## src/rtl/maxpool_ctrl.sv

```systemverilog
// maxpool_ctrl: frame sequencer in front of the maxpool core.
// Accepts one frame configuration at a time, passes the stream through
// unchanged while counting beats and blocks, then holds the stream off for
// the core's 2-cycle output latency before signalling done.
//
// Ports:
//   clk, rst                 clock, asynchronous active-high reset
//   cfg_valid / cfg_ready    frame configuration handshake
//   cfg_is_not_max, cfg_is_max, cfg_is_1x1, cfg_blocks   frame configuration
//   s_valid / s_ready / s_data   upstream stream
//   m_valid / m_ready / m_data   stream to the maxpool core
//   m_user                   {is_1x1, is_max, is_not_max} while a frame runs
//   busy                     frame in progress (RUN or FLUSH)
//   done                     one-cycle pulse on return to IDLE after a frame
//   cfg_err                  one-cycle pulse after an illegal configuration
//
// State table:
//   IDLE  | waiting for a configuration; stream held off
//   RUN   | stream passes through, beats and blocks counted
//   FLUSH | 2 cycles waiting for the core's final max output; stream held off
module maxpool_ctrl #(
    parameter int MEMBERS      = 8,
    parameter int KERNEL_W_MAX = 3,
    parameter int BLOCKS_MAX   = 1024,
    parameter int DATA_W       = 128
) (
    input  logic                              clk,
    input  logic                              rst,
    input  logic                              cfg_valid,
    output logic                              cfg_ready,
    input  logic                              cfg_is_not_max,
    input  logic                              cfg_is_max,
    input  logic                              cfg_is_1x1,
    input  logic [$clog2(BLOCKS_MAX+1)-1:0]   cfg_blocks,
    input  logic                              s_valid,
    output logic                              s_ready,
    input  logic [DATA_W-1:0]                 s_data,
    output logic                              m_valid,
    input  logic                              m_ready,
    output logic [DATA_W-1:0]                 m_data,
    output logic [2:0]                        m_user,
    output logic                              busy,
    output logic                              done,
    output logic                              cfg_err
);

    localparam int BPB_MAX = KERNEL_W_MAX * MEMBERS;
    localparam int BEAT_W  = (BPB_MAX > 1) ? $clog2(BPB_MAX) : 1;
    localparam int BLK_W   = $clog2(BLOCKS_MAX + 1);

    localparam logic [BEAT_W-1:0] BEAT_LAST_1X1 = BEAT_W'(BPB_MAX - 1);
    localparam logic [BEAT_W-1:0] BEAT_LAST_3X3 = BEAT_W'(MEMBERS - 1);
    localparam logic [BLK_W-1:0]  BLK_LIMIT     = BLK_W'(BLOCKS_MAX);

    typedef enum logic [1:0] {
        IDLE  = 2'd0,
        RUN   = 2'd1,
        FLUSH = 2'd2
    } state_t;

    state_t state;
    state_t state_nxt;

    // Holds cfg_ready low until the first edge after reset release.
    logic armed;

    logic              is_not_max_q;
    logic              is_max_q;
    logic              is_1x1_q;
    logic [BLK_W-1:0]  blocks_q;

    logic [BEAT_W-1:0] beat_cnt;
    logic [BLK_W-1:0]  blk_cnt;
    logic              flush_tmr;
    logic              done_q;
    logic              err_q;

    logic              cfg_legal;
    logic              cfg_accept;
    logic              cfg_reject;
    logic              beat_hs;
    logic              beat_wrap;
    logic              last_beat;
    logic              flush_end;
    logic [BEAT_W-1:0] beat_last;

    // MAX frames need an even block count because the core alternates
    // MAX_2/MAX_4 per block.
    assign cfg_legal = (cfg_is_max || cfg_is_not_max)
                    && !(cfg_is_max && cfg_is_1x1)
                    && (cfg_blocks != '0)
                    && (cfg_blocks <= BLK_LIMIT)
                    && !(cfg_is_max && cfg_blocks[0]);

    assign beat_last = is_1x1_q ? BEAT_LAST_1X1 : BEAT_LAST_3X3;

    // Payload is a plain wire; m_valid qualifies it.
    assign m_data  = s_data;
    assign done    = done_q;
    assign cfg_err = err_q;

    always_ff @(posedge clk or posedge rst) begin
        if (rst) begin
            state <= IDLE;
        end else begin
            state <= state_nxt;
        end
    end

    always_comb begin
        state_nxt  = state;
        cfg_ready  = 1'b0;
        s_ready    = 1'b0;
        m_valid    = 1'b0;
        m_user     = 3'b000;
        busy       = 1'b0;
        cfg_accept = 1'b0;
        cfg_reject = 1'b0;
        beat_hs    = 1'b0;
        beat_wrap  = 1'b0;
        last_beat  = 1'b0;
        flush_end  = 1'b0;
        case (state)
            IDLE: begin
                cfg_ready = armed;
                if (cfg_valid && armed) begin
                    if (cfg_legal) begin
                        cfg_accept = 1'b1;
                        state_nxt  = RUN;
                    end else begin
                        cfg_reject = 1'b1;
                    end
                end
            end
            RUN: begin
                busy      = 1'b1;
                s_ready   = m_ready;
                m_valid   = s_valid;
                m_user    = {is_1x1_q, is_max_q, is_not_max_q};
                beat_hs   = s_valid && m_ready;
                beat_wrap = beat_hs && (beat_cnt == beat_last);
                last_beat = beat_wrap && (blk_cnt == blocks_q - BLK_W'(1));
                if (last_beat) begin
                    state_nxt = FLUSH;
                end
            end
            FLUSH: begin
                busy = 1'b1;
                if (flush_tmr == 1'b0) begin
                    flush_end = 1'b1;
                    state_nxt = IDLE;
                end
            end
            default: begin
                state_nxt = IDLE;
            end
        endcase
    end

    always_ff @(posedge clk or posedge rst) begin
        if (rst) begin
            armed        <= 1'b0;
            is_not_max_q <= 1'b0;
            is_max_q     <= 1'b0;
            is_1x1_q     <= 1'b0;
            blocks_q     <= '0;
            beat_cnt     <= '0;
            blk_cnt      <= '0;
            flush_tmr    <= 1'b0;
            done_q       <= 1'b0;
            err_q        <= 1'b0;
        end else begin
            armed  <= 1'b1;
            done_q <= flush_end;
            err_q  <= cfg_reject;

            if (cfg_accept) begin
                is_not_max_q <= cfg_is_not_max;
                is_max_q     <= cfg_is_max;
                is_1x1_q     <= cfg_is_1x1;
                blocks_q     <= cfg_blocks;
                beat_cnt     <= '0;
                blk_cnt      <= '0;
            end

            if (beat_hs) begin
                if (beat_wrap) begin
                    beat_cnt <= '0;
                    blk_cnt  <= last_beat ? '0 : blk_cnt + BLK_W'(1);
                end else begin
                    beat_cnt <= beat_cnt + BEAT_W'(1);
                end
            end

            // Down-counter: loaded with 1 on the last beat, FLUSH exits at
            // terminal count 0, giving exactly two FLUSH cycles.
            if (last_beat) begin
                flush_tmr <= 1'b1;
            end else if (state == FLUSH && flush_tmr != 1'b0) begin
                flush_tmr <= flush_tmr - 1'b1;
            end
        end
    end

endmodule

```

## config.mk

```make
export PLATFORM = sky130hd
export DESIGN_NAME = maxpool_ctrl
export DESIGN_NICKNAME = d
export VERILOG_FILES = /design/src/rtl/maxpool_ctrl.sv
export SDC_FILE = /design/constraint.sdc
export NUM_CORES = 1
export LEC_CHECK = 0
export CAP_MARGIN = 20
export CORE_MARGIN = 5
export CORE_UTILIZATION = 25
export DETAILED_ROUTE_END_ITERATION = 8
export HOLD_SLACK_MARGIN = 0.05
export PLACE_DENSITY = 0.67
export SKIP_LAST_GASP = 1
export SLEW_MARGIN = 30
export SYNTH_ARGS = -nofsm -noshare
export SYNTH_HDL_FRONTEND = slang
export SYNTH_SLANG_ARGS = --single-unit
```

## constraint.sdc

```tcl
create_clock -name clk -period 7 [get_ports clk]
set_clock_uncertainty 0.1 [all_clocks]
set_input_delay 1.75 -clock clk [delete_from_list [all_inputs] [get_ports clk]]
set_output_delay 1.75 -clock clk [all_outputs]
set_load 0.02 [all_outputs]
```

==> results.yml, run 1 <==
status:
  status: "finished, final reports clean"
sta:
  slew_headroom_pct: 50.93
  drv_slew: 0
  final.setup.tns_ns: 0
  fmax_ghz: 0.2057
  rsz0062_at_grt: "false"
  hold_viol: 0
  period_needed_ns: 4.862
  setup_viol: 0
  period_share_pct: 69.45
  hold_ws_ns: 0.3546
  worst_pin_slew_ns: 0.7333
critical_path:
  cp-start-kind: "input port"
  crit_fanout: 3
  worst_path_max_delay_cell: "clkdlybuf4s50_1"
  worstPathRequired_ns: 5.15
  crit_type: "in2out"
  path_cells: "clkdlybuf4s50_1 > and2_1 > clkdlybuf4s50_1"
  cp.arrival_ns: 3.01
  cpMostUsedCell: "clkdlybuf4s50_1"
  end_kind: "primary output"
  slowest_delay_ns: 0.60
power:
  p_sw_uw: 308.5
  ir_worst_vdd_v: 0.0001071
  power.leakage_uw: 0.001185
  pwr_density_cell_nw_per_um2: 311.4
  p_clk_share_pct: 25.2
  p_comb_share_pct: 37.3
  seqPwrFrac_pct: 37.5
  swShare_pct: 35.01
  internal_power_uw: 572.7
die:
  core_um2: 12570
  fp-row-count: 41
  dieArea_um2: 15140
  die_y_um: 123.1
  die-width_um: 123.1
  initial_utilization_pct: 25.43
  num_io_pins: 284
grt:
  grt_pass1_vias: 1985
  grt_max_degree: 37
  antenna_found_initial: 0
  grt_pass1_wl_mm: 10.43
  grt.total_usage_pct: 8.792
  grt_overflow_total: 0
routing:
  ant_nets: 0
  drtIter0Drc: 193
  vias_per_cell: 4.564
  first_pass_iters: 4
  drc: 0
  vias: 1999
  routedWlPerCell_um: 15.69
  wl_mm: 6.874
finish:
  finish.instance_area_um2: 2830
  fillerInstances: 1342
  drive_gt1_share_pct: 6.767
  syn_to_final_growth_pct: -11.43
  mostFrequentLayoutCells: "dfrtp_1, clkdlybuf4s50_1, nand2_1"
  nets: 419
  final_common_cell: "dfrtp_1"
  num_antenna_cells: 0
clocking:
  clkTransAtPathRegs_ns: 0.05
  clk_latency_ns: 0.28
  cts_resized: 0
  clkSinkCount: 36
  cts_tree: "done"
  root_buffer: "clkbuf_16"
  post-cts-setup-buffers: 0
  htree_levels: 2
  cts_buffer_depth: 2
  numCtsBuffers: 5
  hold_buffers: 0
logic_synthesis:
  netlist_area_um2: 3196
  ys_types: 44
  syn_nets: 522
  ys_async_sr_fraction_pct: 100.0
  ys.flop_type: "dfrtp_1"
  synth_edf_count: 0
  ys_warn_count: 0
  ys_seq_area_share_pct: 28.19
  synthCells: 368
  ys_seq_elements: 36
  avgSynthCellArea_um2: 8.684
placed_design:
  placed_cell_area_um2: 2684
  portBuffers: 27
  routabilityCongestion: 0.7817
  dp_hpwl_mm: 5.476
worst_hold_path:
  hold_path.class: "reg2reg"
job:
  drv_cap: 0
state kept, by name, summed over array words and instances (netlist names):
| signal | flops |
|---|---|
| blk_cnt | 11 |
| beat_cnt | 5 |
| cfg_err | 1 |
| flush_tmr | 1 |
| state | 2 |
| is_max_q | 1 |
| is_not_max_q | 1 |
| armed | 1 |
| blocks_q | 11 |
| done | 1 |
| is_1x1_q | 1 |
cell usage after synthesis, types with 3 or more instances:
| library cell | n | area, um^2 |
|---|---|---|
| clkbuf_1 | 9 | 33.78 |
| xor2_1 | 7 | 61.31 |
| buf_4 | 128 | 960.9 |
| xnor2_1 | 7 | 61.31 |
| a21o_1 | 5 | 37.54 |
| a211oi_1 | 3 | 22.52 |
| nor3_1 | 5 | 25.02 |
| ha_1 | 7 | 87.58 |
| nor2_1 | 15 | 56.30 |
| nand2b_1 | 5 | 31.28 |
| nand3_1 | 17 | 85.08 |
| o21ai_1 | 9 | 45.04 |
| a221o_1 | 3 | 30.03 |
| inv_1 | 9 | 33.78 |
| nor2b_1 | 7 | 43.79 |
| mux2_1 | 6 | 67.56 |
| nand2_1 | 21 | 78.83 |
| dfrtp_1 | 36 | 900.9 |
| or4_1 | 3 | 22.52 |
| or3_1 | 6 | 37.54 |
| nor4_1 | 7 | 43.79 |
| mux2i_1 | 5 | 50.05 |
| mux2_2 | 6 | 67.56 |
| a211o_1 | 3 | 26.28 |
| and2_1 | 9 | 56.30 |
| o211ai_1 | 4 | 30.03 |
| a21oi_1 | 3 | 15.01 |
critical path, delay by kind of cell:
family,cells,cell delay (ns)
simple gates,1,0.14
buf+inv,2,1.12
power by group through the flow:
stage	clock [uW]	sequential (uW)	combinational, uW
after detailed placement	0	333	331
after CTS	225	330	333
final	222	330	329
after global placement	0	330	321
after global routing	232	341	366
after floorplan	0	310	356
per-layer routing:
metal | track usage [%] | wire, um | part of all wire, %
met5 | 0 | 0 | 0
met4 | 4.498 | 265 | 3.9
met3 | 4.071 | 768 | 11
met2 | 15.78 | 3481 | 51
met1 | 8.395 | 2358 | 34
metrics by stage:
step / power [uW] / worst slack [ns] / util [%] / std cells
after floorplan: 666.7 / 3.054 / - / 368
after global placement: 650.9 / 2.124 / 21.35 / 430
after detailed placement: 664.3 / 2.125 / 21.35 / 430
after CTS: 888.1 / 2.125 / 22.52 / 438
after global routing: 938.6 / 2.098 / 22.52 / 438
final: 881.2 / 2.138 / 22.52 / 438
logic make-up (layout without fill, tap and decap cells):
group                      count (synthesis)  after routing  synth area share, %
buffers and inverters                    148             46                32.89
and+or+nand+nor                          102            102                16.72
AOI/OAI and AO/OA                         43             43                9.710
DFF                                       36             36                28.19
muxes                                     17             17                5.795
xor gates and xnor gates                  14             14                3.837
adders and majority gates                  7              7                2.741
other                                      1              1               0.1174
path summary, 6_finish.rpt:
kind	from	end	slack (ns)	cells past startpoint
worst max-delay path	s_valid	m_valid	2.14	3
worst min-delay path	flush_tmr$_DFFE_PP0P_	done$_DFF_PP0_	0.35	1
worst max register to register	blocks_q[3]$_DFFE_PP0P_	blk_cnt[4]$_DFF_PP0_	3.89	7
worst min register to register	flush_tmr$_DFFE_PP0P_	done$_DFF_PP0_	0.35	1
max in group asynchronous	rst	cfg_err$_DFF_PP0_	4.67	3
min in group asynchronous	rst	blocks_q[6]$_DFFE_PP0P_	1.79	3
cell type report:
type                       count  area (um^2)  share of cell area [%]
timing repair buffer          29        285.3                   10.08
clock buffer                   8        146.4                   5.172
tap                          172        215.2                   7.604
multi-input combinational    184         1249                   44.12
inverter                       9        33.78                   1.194
sequential                    36        900.9                   31.83
No activity file was read; power rests on OpenSTA's default activity.
==> inputs of run 2 (changes only) <==
==> constraint.sdc (replaced) <==
create_clock -name clk -period 4.8 [get_ports clk]
set_clock_uncertainty 0.1 [all_clocks]
set_input_delay 1.2 -clock clk [delete_from_list [all_inputs] [get_ports clk]]
set_output_delay 1.2 -clock clk [all_outputs]
set_load 0.02 [all_outputs]
==> run 2 against run 1 <==
  * Worst hold slack better by 0.039 ns
  * Highest routed layer unchanged
  * Critical endpoint unchanged
  * Total power up 53%
  * Largest cell class unchanged
  * Critical path depth unchanged
==> results.yml, run 2 (synthesized netlist as in run 1, its figures left out) <==
finish:
  top_regs: "blk_cnt x11, blocks_q x11, beat_cnt x5"
  nets: 419
  mostFrequentLayoutCells: "dfrtp_1, clkdlybuf4s50_1, nand2_1"
  num_antenna_cells: 0
  final_common_cell: "dfrtp_1"
  drive_gt1_share_pct: 7.519
  stdcell_count: 438
  finish.instance_area_um2: 2851
  fin_util_pct: 22.69
  syn_to_final_growth_pct: -10.77
  fillerInstances: 1351
routing:
  drtIter0Drc: 129
  first_pass_iters: 5
  drc: 0
  routedWlPerCell_um: 16.19
  ant_nets: 0
  vias: 1989
  wl_mm: 7.091
  vias_per_cell: 4.541
die:
  fp-row-count: 41
  die-width_um: 123.1
  initial_utilization_pct: 25.43
  die_y_um: 123.1
  dieArea_um2: 15140
  num_io_pins: 284
  core_um2: 12570
clocking:
  clk_latency_ns: 0.29
  cts_tree: "done"
  cts_resized: 0
  hold_buffers: 0
  root_buffer: "clkbuf_16"
  numCtsBuffers: 5
  htree_levels: 2
  clkTransAtPathRegs_ns: 0.06
  cts_buffer_depth: 2
  post-cts-setup-buffers: 0
  clkSinkCount: 36
critical_path:
  worst_path_max_delay_cell: "clkdlybuf4s50_1"
  crit_type: "in2out"
  path_cells: "clkdlybuf4s50_1 > and2_1 > clkdlybuf4s50_1"
  critPathBufInv: 2
  cp-start-kind: "input port"
  crit_family: "buffers and inverters"
  worstPathRequired_ns: 3.50
  crit_fanout: 3
  end_kind: "primary output"
  slowest_delay_ns: 0.60
  cp.arrival_ns: 2.48
  cpMostUsedCell: "clkdlybuf4s50_1"
sta:
  period_share_pct: 78.65
  hold_viol: 0
  fmax_ghz: 0.2649
  setup_viol: 0
  drv_slew: 0
  hold_ws_ns: 0.3938
  slew_headroom_pct: 51.31
  period_needed_ns: 3.775
  worst_pin_slew_ns: 0.7276
  final.setup.tns_ns: 0
  rsz0062_at_grt: "false"
power:
  pwr_density_cell_nw_per_um2: 473.9
  power.leakage_uw: 0.001193
  ir_worst_vdd_v: 0.0001386
job:
  drv_cap: 0
grt:
  grt_overflow_total: 0
  antenna_found_initial: 0
  grt.total_usage_pct: 9.488
  grt_max_degree: 37
  grt_pass1_vias: 2052
  grt_pass1_wl_mm: 10.96
placed_design:
  placed_cell_area_um2: 2684
  dp_hpwl_mm: 5.646
  placed_cells: 430
  portBuffers: 27
  routabilityCongestion: 0.8198
status:
  status: "finished, final reports clean"
worst_hold_path:
  hold_path.class: "reg2reg"
## run 2: cell count changes in the layout (fill, tap and decap cells not counted)
cell        change
clkbuf_8        -1
clkinv_2        +1
bufinv_16       +1
clkinvlp_4      +1
clkbuf_1        -2
## run 2: metal layers
metal  track usage [%]  vias up  part of all wire [%]
li1                  -      903                     -
met1             8.883      939                    35
met2             16.60      105                    50
met3             4.758       42                    11
met4             5.606        0                   4.7
met5                 0        -                     0
## run 2: cell type report
| class | count | area [um^2] | share of cell area [%] |
|---|---|---|---|
| multi-input combinational | 184 | 1249 | 43.79 |
| timing repair buffer | 29 | 285.3 | 10.00 |
| inverter | 9 | 33.78 | 1.185 |
| clock buffer | 5 | 125.1 | 4.388 |
| clock inverter | 3 | 42.54 | 1.492 |
| tap | 172 | 215.2 | 7.547 |
| sequential | 36 | 900.9 | 31.59 |
## run 2: path summary, 6_finish.rpt
kind	to	cells past startpoint	from	slack (ns)
hold / removal	done$_DFF_PP0_	1	flush_tmr$_DFFE_PP0P_	0.39
hold reg to reg	done$_DFF_PP0_	1	flush_tmr$_DFFE_PP0P_	0.39
setup / recovery	m_valid	3	s_valid	1.02
max in group asynchronous	beat_cnt[3]$_DFFE_PP0P_	3	rst	3.02
min in group asynchronous	blocks_q[4]$_DFFE_PP0P_	3	rst	1.24
setup reg to reg	blk_cnt[4]$_DFF_PP0_	7	blocks_q[3]$_DFFE_PP0P_	1.65
## run 2: report_power, final
group	switching (uW)	total [uW]	internal [uW]	leakage (uW)
registers	105	489	384	0.000471
logic	242	486	244	0.000643
clock network	132	376	244	0.0000798
## run 2: per-stage QoR
stage | setup slack [ns] | power (uW)
finish | 1.025 | 1351
detailed placement | 1.007 | 978.9
floorplan | 1.404 | 972.2
CTS | 1.007 | 1363
global route | 0.9747 | 1439
global placement | 1.021 | 956.7
